[config.mk]
export PLATFORM = sky130hd
export DESIGN_NAME = wb_stage
export DESIGN_NICKNAME = d
export VERILOG_FILES = /design/src/rtl/wb_stage.sv
export SDC_FILE = /design/constraint.sdc
export NUM_CORES = 1
export LEC_CHECK = 0
export BUFFER_PORTS_ARGS = -buffer_cell sky130_fd_sc_hd__clkbuf_2
export CAP_MARGIN = 20
export CELL_PAD_IN_SITES_DETAIL_PLACEMENT = 0
export CELL_PAD_IN_SITES_GLOBAL_PLACEMENT = 1
export CORE_AREA = 4 4 128 130
export CTS_CLUSTER_DIAMETER = 150
export DETAILED_ROUTE_END_ITERATION = 12
export DIE_AREA = 0 0 132 134
export GPL_TIMING_DRIVEN = 0
export HOLD_SLACK_MARGIN = 0.1
export PLACE_DENSITY_LB_ADDON = 0.1
export SLEW_MARGIN = 20
export SYNTH_ARGS = -nofsm -noshare
export SYNTH_HDL_FRONTEND = slang
export SYNTH_SLANG_ARGS = --single-unit
[constraint.sdc]
create_clock -name clk -period 5.2 [get_ports clk]
set_input_delay 0.78 -clock clk [delete_from_list [all_inputs] [get_ports clk]]
set_output_delay 0.78 -clock clk [all_outputs]
set_load 0.01 [all_outputs]
[src/rtl/wb_stage.sv]
// rtl/wb_stage.sv - writeback stage: 2-entry skid FIFO, load formatting, register-file write port
//
// Accepts completed instructions from the memory stage over mem_valid/mem_ready.
// Formats load data at push time and buffers it. Drains the head entry into the
// register file unless rf_stall is asserted.
//
// Optional feature: define WB_FWD_EN to drive the bypass port (fwd_*) from the
// register-file write. When WB_FWD_EN is undefined, the fwd_* outputs are tied to 0.
//
// Ports:
//   clk, rst            rising-edge clock, synchronous active-high reset
//   mem_valid/ready     push handshake from the memory stage
//   mem_we, mem_rd      destination write enable / index
//   mem_is_load         result is taken from mem_load_data instead of mem_alu_result
//   mem_funct3          load type (LB/LH/LW/LBU/LHU)
//   mem_addr_lo         byte offset of the load address
//   mem_load_data       aligned RAM word
//   mem_alu_result      non-load result
//   rf_stall            register-file port busy, hold the head entry
//   rf_we/waddr/wdata   register-file write port
//   fwd_valid/rd/data   bypass copy of the register-file write
//   misalign_err        one-cycle pulse after a faulted load retires
//   retire_count        instructions retired since reset (wraps)

module wb_stage #(
  parameter int XLEN = 32,
  parameter int RAW  = 5
) (
  input  logic            clk,
  input  logic            rst,
  input  logic            mem_valid,
  output logic            mem_ready,
  input  logic            mem_we,
  input  logic [RAW-1:0]  mem_rd,
  input  logic            mem_is_load,
  input  logic [2:0]      mem_funct3,
  input  logic [1:0]      mem_addr_lo,
  input  logic [XLEN-1:0] mem_load_data,
  input  logic [XLEN-1:0] mem_alu_result,
  input  logic            rf_stall,
  output logic            rf_we,
  output logic [RAW-1:0]  rf_waddr,
  output logic [XLEN-1:0] rf_wdata,
  output logic            fwd_valid,
  output logic [RAW-1:0]  fwd_rd,
  output logic [XLEN-1:0] fwd_data,
  output logic            misalign_err,
  output logic [31:0]     retire_count
);

  logic [XLEN-1:0] buf_data  [2];
  logic [RAW-1:0]  buf_rd    [2];
  logic            buf_we    [2];
  logic            buf_fault [2];

  logic       wptr;
  logic       rptr;
  logic [1:0] count;

  logic push;
  logic pop;
  logic head_valid;

  logic [7:0]      ld_byte;
  logic [15:0]     ld_half;
  logic [XLEN-1:0] fmt_data;
  logic            fmt_fault;

  // mem_ready depends only on the occupancy register, which keeps rf_stall
  // off the upstream ready path.
  assign mem_ready  = (count != 2'd2);
  assign push       = mem_valid && mem_ready;
  assign head_valid = (count != 2'd0);
  assign pop        = head_valid && !rf_stall;

  // Load formatting is done before the data enters the FIFO, so the drain
  // side is a plain register read.
  always_comb begin
    ld_byte   = mem_load_data[{mem_addr_lo, 3'b000} +: 8];
    ld_half   = mem_load_data[{mem_addr_lo[1], 4'b0000} +: 16];
    fmt_data  = mem_alu_result;
    fmt_fault = 1'b0;
    if (mem_is_load) begin
      case (mem_funct3)
        3'b000: fmt_data = {{(XLEN-8){ld_byte[7]}}, ld_byte};
        3'b001: begin
          fmt_data  = {{(XLEN-16){ld_half[15]}}, ld_half};
          fmt_fault = mem_addr_lo[0];
        end
        3'b010: begin
          fmt_data  = mem_load_data;
          fmt_fault = (mem_addr_lo != 2'b00);
        end
        3'b100: fmt_data = {{(XLEN-8){1'b0}}, ld_byte};
        3'b101: begin
          fmt_data  = {{(XLEN-16){1'b0}}, ld_half};
          fmt_fault = mem_addr_lo[0];
        end
        default: begin
          fmt_data  = '0;
          fmt_fault = 1'b1;
        end
      endcase
    end
  end

  // Payload storage has no reset; it is only observed when count says the slot is live.
  always_ff @(posedge clk) begin
    if (push) begin
      buf_data[wptr]  <= fmt_data;
      buf_rd[wptr]    <= mem_rd;
      buf_we[wptr]    <= mem_we;
      buf_fault[wptr] <= fmt_fault;
    end
  end

  always_ff @(posedge clk) begin
    if (rst) begin
      wptr         <= 1'b0;
      rptr         <= 1'b0;
      count        <= 2'd0;
      misalign_err <= 1'b0;
      retire_count <= 32'd0;
    end else begin
      if (push) wptr <= ~wptr;
      if (pop) begin
        rptr         <= ~rptr;
        retire_count <= retire_count + 32'd1;
      end
      misalign_err <= pop && buf_fault[rptr];
      case ({push, pop})
        2'b10:   count <= count + 2'd1;
        2'b01:   count <= count - 2'd1;
        default: count <= count;
      endcase
    end
  end

  assign rf_waddr = head_valid ? buf_rd[rptr]   : '0;
  assign rf_wdata = head_valid ? buf_data[rptr] : '0;
  // x0 writes and faulted loads still retire, they just never reach the register file.
  assign rf_we    = pop && buf_we[rptr] && (buf_rd[rptr] != '0) && !buf_fault[rptr];

`ifdef WB_FWD_EN
  assign fwd_valid = rf_we;
  assign fwd_rd    = rf_waddr;
  assign fwd_data  = rf_wdata;
`else
  assign fwd_valid = 1'b0;
  assign fwd_rd    = '0;
  assign fwd_data  = '0;
`endif

endmodule

-- Word level (Yosys, flattened, before mapping)
Memory sizes are Yosys's and may differ from the RTL's. A register that Yosys moved wholly into a read port is not among the register bits.
Cells that the tools add are included.
- flip-flop bits (word level): 37
- bits in writable memories: 78
- bits of input ports: 80
- output and inout bits: 110
- logic and storage cells: 55
- memories kept: 4
- memories (memory ; depth ; bits a word ; read ports ; clocked after memory_dff ; write ports ; RTL line ; RTL):
    buf_data ; 2 ; 32 ; 1 ; 1 ; 1 ; 51 ; logic [XLEN-1:0] buf_data [2];
    buf_rd ; 2 ; 5 ; 1 ; 1 ; 1 ; 52 ; logic [RAW-1:0] buf_rd [2];
    buf_fault ; 2 ; 1 ; 1 ; 1 ; 1 ; 54 ; logic buf_fault [2];
    buf_we ; 2 ; 1 ; 1 ; 1 ; 1 ; 53 ; logic buf_we [2];
- $add $sub $neg: 3
- eq/ne operators: 7
- shift-type cells: 2
- multiplexer cells: 17
- bitwise operators: 2
- reduce and logical (&&, ||, !) cells: 15
- operator list (operator ; number):
    $pmux 32 s5 ; 1
    $mux 32 ; 2
    $add 32x1->32 const B ; 1
    $shiftx 32x6->16 ; 1
    $shiftx 32x6->8 ; 1
    $mux 1 ; 11
    $eq 3x3->1 const B ; 2
    $logic_and 1x1->1 ; 6
    $reduce_bool 2->1 ; 3
    $mux 5 ; 1
    $reduce_bool 5->1 ; 1
    $pmux 2 s2 ; 1
    $reduce_or 2->1 ; 2
    $eq 3x1->1 const B ; 1
    $eq 3x2->1 const B ; 1
    $logic_not 3->1 ; 1
    $pmux 1 s3 ; 1
    $add 2x1->2 const B ; 1
    $eq 2x1->1 const B ; 1
    $eq 2x2->1 const B ; 1
    $logic_not 1->1 ; 2
    $ne 2x2->1 const B ; 1
    $not 1->1 ; 2
    $sub 2x1->2 const B ; 1

-- Depth between registers and ports, before layout
- word-level depth: 5
- depth in mapped cells: 7
- gate-level depth less buffers: 6

-- Least setup slack after synthesis
OpenSTA, ideal clock, no wires.
- kind: input to register
- start: input mem_valid
- end: memory buf_data[0][0], enable pin
- setup time: 0.435 ns
- arrival time: 2.518 ns
- required time: 4.765 ns
- setup slack: 2.247 ns
- stages on the path: 2
- path buffers: 0
- cell sequence: nand2_1 nor2_1
- longest elaborated chain between the ends: 3
- ends and longest elaborated chain (item ; RTL line ; RTL):
    from (decl) ; 31 ; input logic mem_valid,
    $logic_and 1x1->1 ; 72 ; assign push = mem_valid && mem_ready;
    $mux 1 ; 109 ; if (push) begin
    $mux 1 (implied by the code) ; 110 ; buf_data[wptr] <= fmt_data;
    to (decl) ; 51 ;
No other way between the ends.

-- Worst setup path after layout
- start: register count[0]
- end: output rf_wdata[12]
- longest elaborated chain between the ends: 2
- ends and longest elaborated chain (item ; RTL line ; RTL):
    from (decl) ; 58 ; logic [1:0] count;
    from (signal assigned) ; 132 ; 2'b10: count <= count + 2'd1;
    from (signal assigned) ; 133 ; 2'b01: count <= count - 2'd1;
    from (signal assigned) ; 134 ; default: count <= count;
    $reduce_bool 2->1 ; 73 ; assign head_valid = (count != 2'd0);
    $mux 32 ; 140 ; assign rf_wdata = head_valid ? buf_data[rptr] : '0;
    to (decl) ; 43 ; output logic [XLEN-1:0] rf_wdata,
No other way between the ends.

==> out/results.tsv <==
metric	value	unit
outcome	finished clean	
reg2reg_to	retire_count[30]$_SDFFE_PP0P_	
layout-drive-gt1-share	32.7	%
htree_levels	4	
fin_skew	0.00792	ns
critPathCapture	rf_wdata[12]	
setup.worst_path.end_class	primary output	
p_clk_share	36.8	%
wl_per_cell	16.8	um
vias_in_the_first_global_route	4922	
residual_drc_count	0	
via_per_inst	5.13	
drtIter0Drc	241	
cap_violations	0	
worst_ep_required_time	4.42	ns
timing.critical_path.arrival	2.28	ns
commonest_cells_after_routing_fill_and_taps_aside	clkbuf_2, edfxtp_1, nor2_1, mux2i_1, buf_4	
internal-power	2.30	mW
layout-area-overhead-vs-synth	30.0	%
grtUsageMet3	5.33	%
slew-limit-headroom	44.3	%
synthArstFlopShare	0	%
core_region_area	15100	um^2
insertedDiodeCount	0	
synth_flop_cell	edfxtp_1	
largest_stage_delay_on_the_critical_path	0.64	ns
clock_tree.buffer_depth	2	
ir_drop	0.232	mV
grt_overflow_total	0	
die-area	17700	um^2
cts_tree	yes	
critPathMostFrequentCell	nor2_1	
fmaxAchievable	327	MHz
r2r-start	retire_count[0]$_SDFFE_PP0P_	
report.final.slew_viol_count	0	
final.setup.worst_slack	2.14	ns
cp_max_fo	10	
report.final.setup_viol	0	
synth_cells	563	
mostFrequentLayoutCell	clkbuf_2	
met1_usage	22.9	%
initial_utilization	39.7	%
io_buf_count	149	
crit_chain	buf_4 > nor2_1 > clkbuf_1 > nor2_1 > clkbuf_2	
core.rowCount	45	
r2r_cells	6	
startpoint	count[0]$_SDFFE_PP0P_	
post_detailed_routing_wire_length	16.3	mm
post_synth_edffs	78	
final_hold_violation_count	0	
worst_hold_path_type	flip-flop to flip-flop	
postCtsResizedCells	0	
net-switching-power	1.04	mW
first_pass_grt_wire_length	25.7	mm
fp.dieH	134	um
die_width	132	um
power-per-cell-area	427	nW/um^2
insertion_delay	0.41	ns
ctsRootBufferMaster	clkbuf_16	
grt_util_all_layers	18.5	%
post-route-period-util	58.9	%
ff_to_ff_setup_slack	2.94	ns
pin_count_of_the_biggest_net_entering_global_routing	30	
post_cts_buffers	0	
sw_frac_of_total	31.2	%
dp.final_hpwl	12.6	mm
cts_sinks	116	
synth_seq_area_share	51.6	%
grt.met2_usage	31.1	%
synth_cell_type_count	48	
holdBufCountCts	0	
global_routing_s_busiest_layer	met2	
finish.net_count	852	
worst_path_max_delay_cell	nor2_1	
combinational_power_share	27.9	%
detailroute.via_count	4980	
layout.filler_cells	1409	
p_leak	3.25	nW
cts.reportedPaths.clkPinSlew	0.06	ns
firstDrtPassIters	4	
synth.cell_area	6020	um^2
rsz0062_at_grt	false	
io_pins	190	
post_route_ant_nets	0	
final.setup.tns	0	ns
seq_power_share	35.3	%
yosys_warnings	0	
cts_buffers	17	
synth.ff_latch_count	116	
synthesis.area_per_instance	10.7	um^2
critPathLaunchType	flip-flop	
worstSetupPathType	flip-flop to primary output	
tightestPinTransition	0.834	ns
place_congestion	0.968	
pre_cts_slack	2.50	ns
initial_antenna_violation_count	0	
period_needed	3.06	ns
[registers in the layout, indices dropped and copies added, names as in the netlist, named ones only]
register / count
buf_data: 64
buf_fault: 2
buf_rd: 10
buf_we: 2
count: 2
misalign_err: 1
retire_count: 32
rptr: 1
wptr: 1
[cells in the mapped netlist, types with 6 or more instances]
cell type / number / share of area [%]
mux2i_1: 41 / 6.8
mux2_2: 17 / 3.2
nand3_1: 10 / 0.83
xor2_1: 7 / 1.0
inv_1: 34 / 2.1
nor4_1: 11 / 1.1
a22oi_1: 6 / 0.75
a222oi_1: 6 / 1.0
nor2_1: 69 / 4.3
edfxtp_1: 78 / 39
a21oi_1: 15 / 1.2
nor2b_1: 13 / 1.4
or4_1: 9 / 1.1
o22ai_1: 24 / 2.5
clkbuf_1: 22 / 1.4
a211oi_1: 17 / 2.1
o31ai_1: 8 / 1.0
dfxtp_1: 38 / 13
buf_4: 39 / 4.9
xnor2_1: 9 / 1.3
o221ai_1: 8 / 1.2
buf_2: 6 / 0.50
nand4_1: 6 / 0.62
nand2_1: 19 / 1.2
[kinds of logic after synthesis]
| logic type | count (synthesis) | share of synthesized area (%) |
|---|---|---|
| other cells | 1 | 0.0623 |
| simple gates | 167 | 14.7 |
| buf+inv | 109 | 9.57 |
| flops | 116 | 51.6 |
| fa+ha+maj | 2 | 0.416 |
| mux | 59 | 10.4 |
| compound gates | 93 | 10.9 |
| xor+xnor | 16 | 2.33 |
[per-stage QoR]
step / total power, mW / hold slack [ns] / instances / area (um^2) / util, %
after floorplan: 1.77 / 0.481 / 600 / 6150 / -
after global placement: 2.12 / 0.481 / 937 / 7140 / 47.1
after detailed placement: 2.15 / 0.488 / 939 / 7190 / 47.5
after CTS: 3.39 / 0.497 / 971 / 7820 / 51.6
after global routing: 3.52 / 0.525 / 971 / 7820 / 51.6
final: 3.34 / 0.503 / 971 / 7820 / 51.6
[how the worst min path moves through the flow]
| stage | slack (ns) | start | end | cells past startpoint |
|---|---|---|---|---|
| 3_5_place_dp | 0.49 | retire_count[20]$_SDFFE_PP0P_ | retire_count[20]$_SDFFE_PP0P_ | 2 |
| 5_1_grt | 0.53 | retire_count[20]$_SDFFE_PP0P_ | retire_count[20]$_SDFFE_PP0P_ | 2 |
| 6_report | 0.50 | retire_count[20]$_SDFFE_PP0P_ | retire_count[20]$_SDFFE_PP0P_ | 2 |
| 3_3_place_gp | 0.48 | retire_count[17]$_SDFFE_PP0P_ | retire_count[17]$_SDFFE_PP0P_ | 2 |
| 4_1_cts | 0.50 | retire_count[20]$_SDFFE_PP0P_ | retire_count[20]$_SDFFE_PP0P_ | 2 |
| 2_1_floorplan | 0.48 | rptr$_SDFFE_PP0P_ | flip-flop | 2 |
[cell type report]
| type | instances | area [um^2] | share of cell area, % |
|---|---|---|---|
| plain buffers | 74 | 442 | 5.65 |
| repair buffers | 151 | 793 | 10.1 |
| well taps | 188 | 235 | 3.01 |
| multi-input cells | 375 | 2480 | 31.8 |
| flip-flops and latches | 116 | 3100 | 39.7 |
| clock inverters | 15 | 203 | 2.59 |
| clock buffers | 17 | 425 | 5.44 |
| inverters | 35 | 134 | 1.71 |
[layer usage]
layer	vias up	wire (um)
met3	23	1070
met5	-	0
met4	0	282
met1	2368	6910
li1	2417	-
met2	172	8040
[worst max-delay path, delay by kind of cell, from the launching register on]
family                 cells  cell delay, ns
buffers and inverters      3            0.77
AND/OR/NAND/NOR            2            0.79
flip-flops                 1            0.30
[power groups by stage]
stage          registers, mW  logic (mW)  clock network [mW]
2_1_floorplan           1.19       0.580                   0
6_report                1.18       0.932                1.23
3_5_place_dp            1.20       0.951                   0
5_1_grt                 1.19        1.03                1.30
4_1_cts                 1.18       0.957                1.25
3_3_place_gp            1.20       0.917                   0
(Power assumes the default switching activity.)
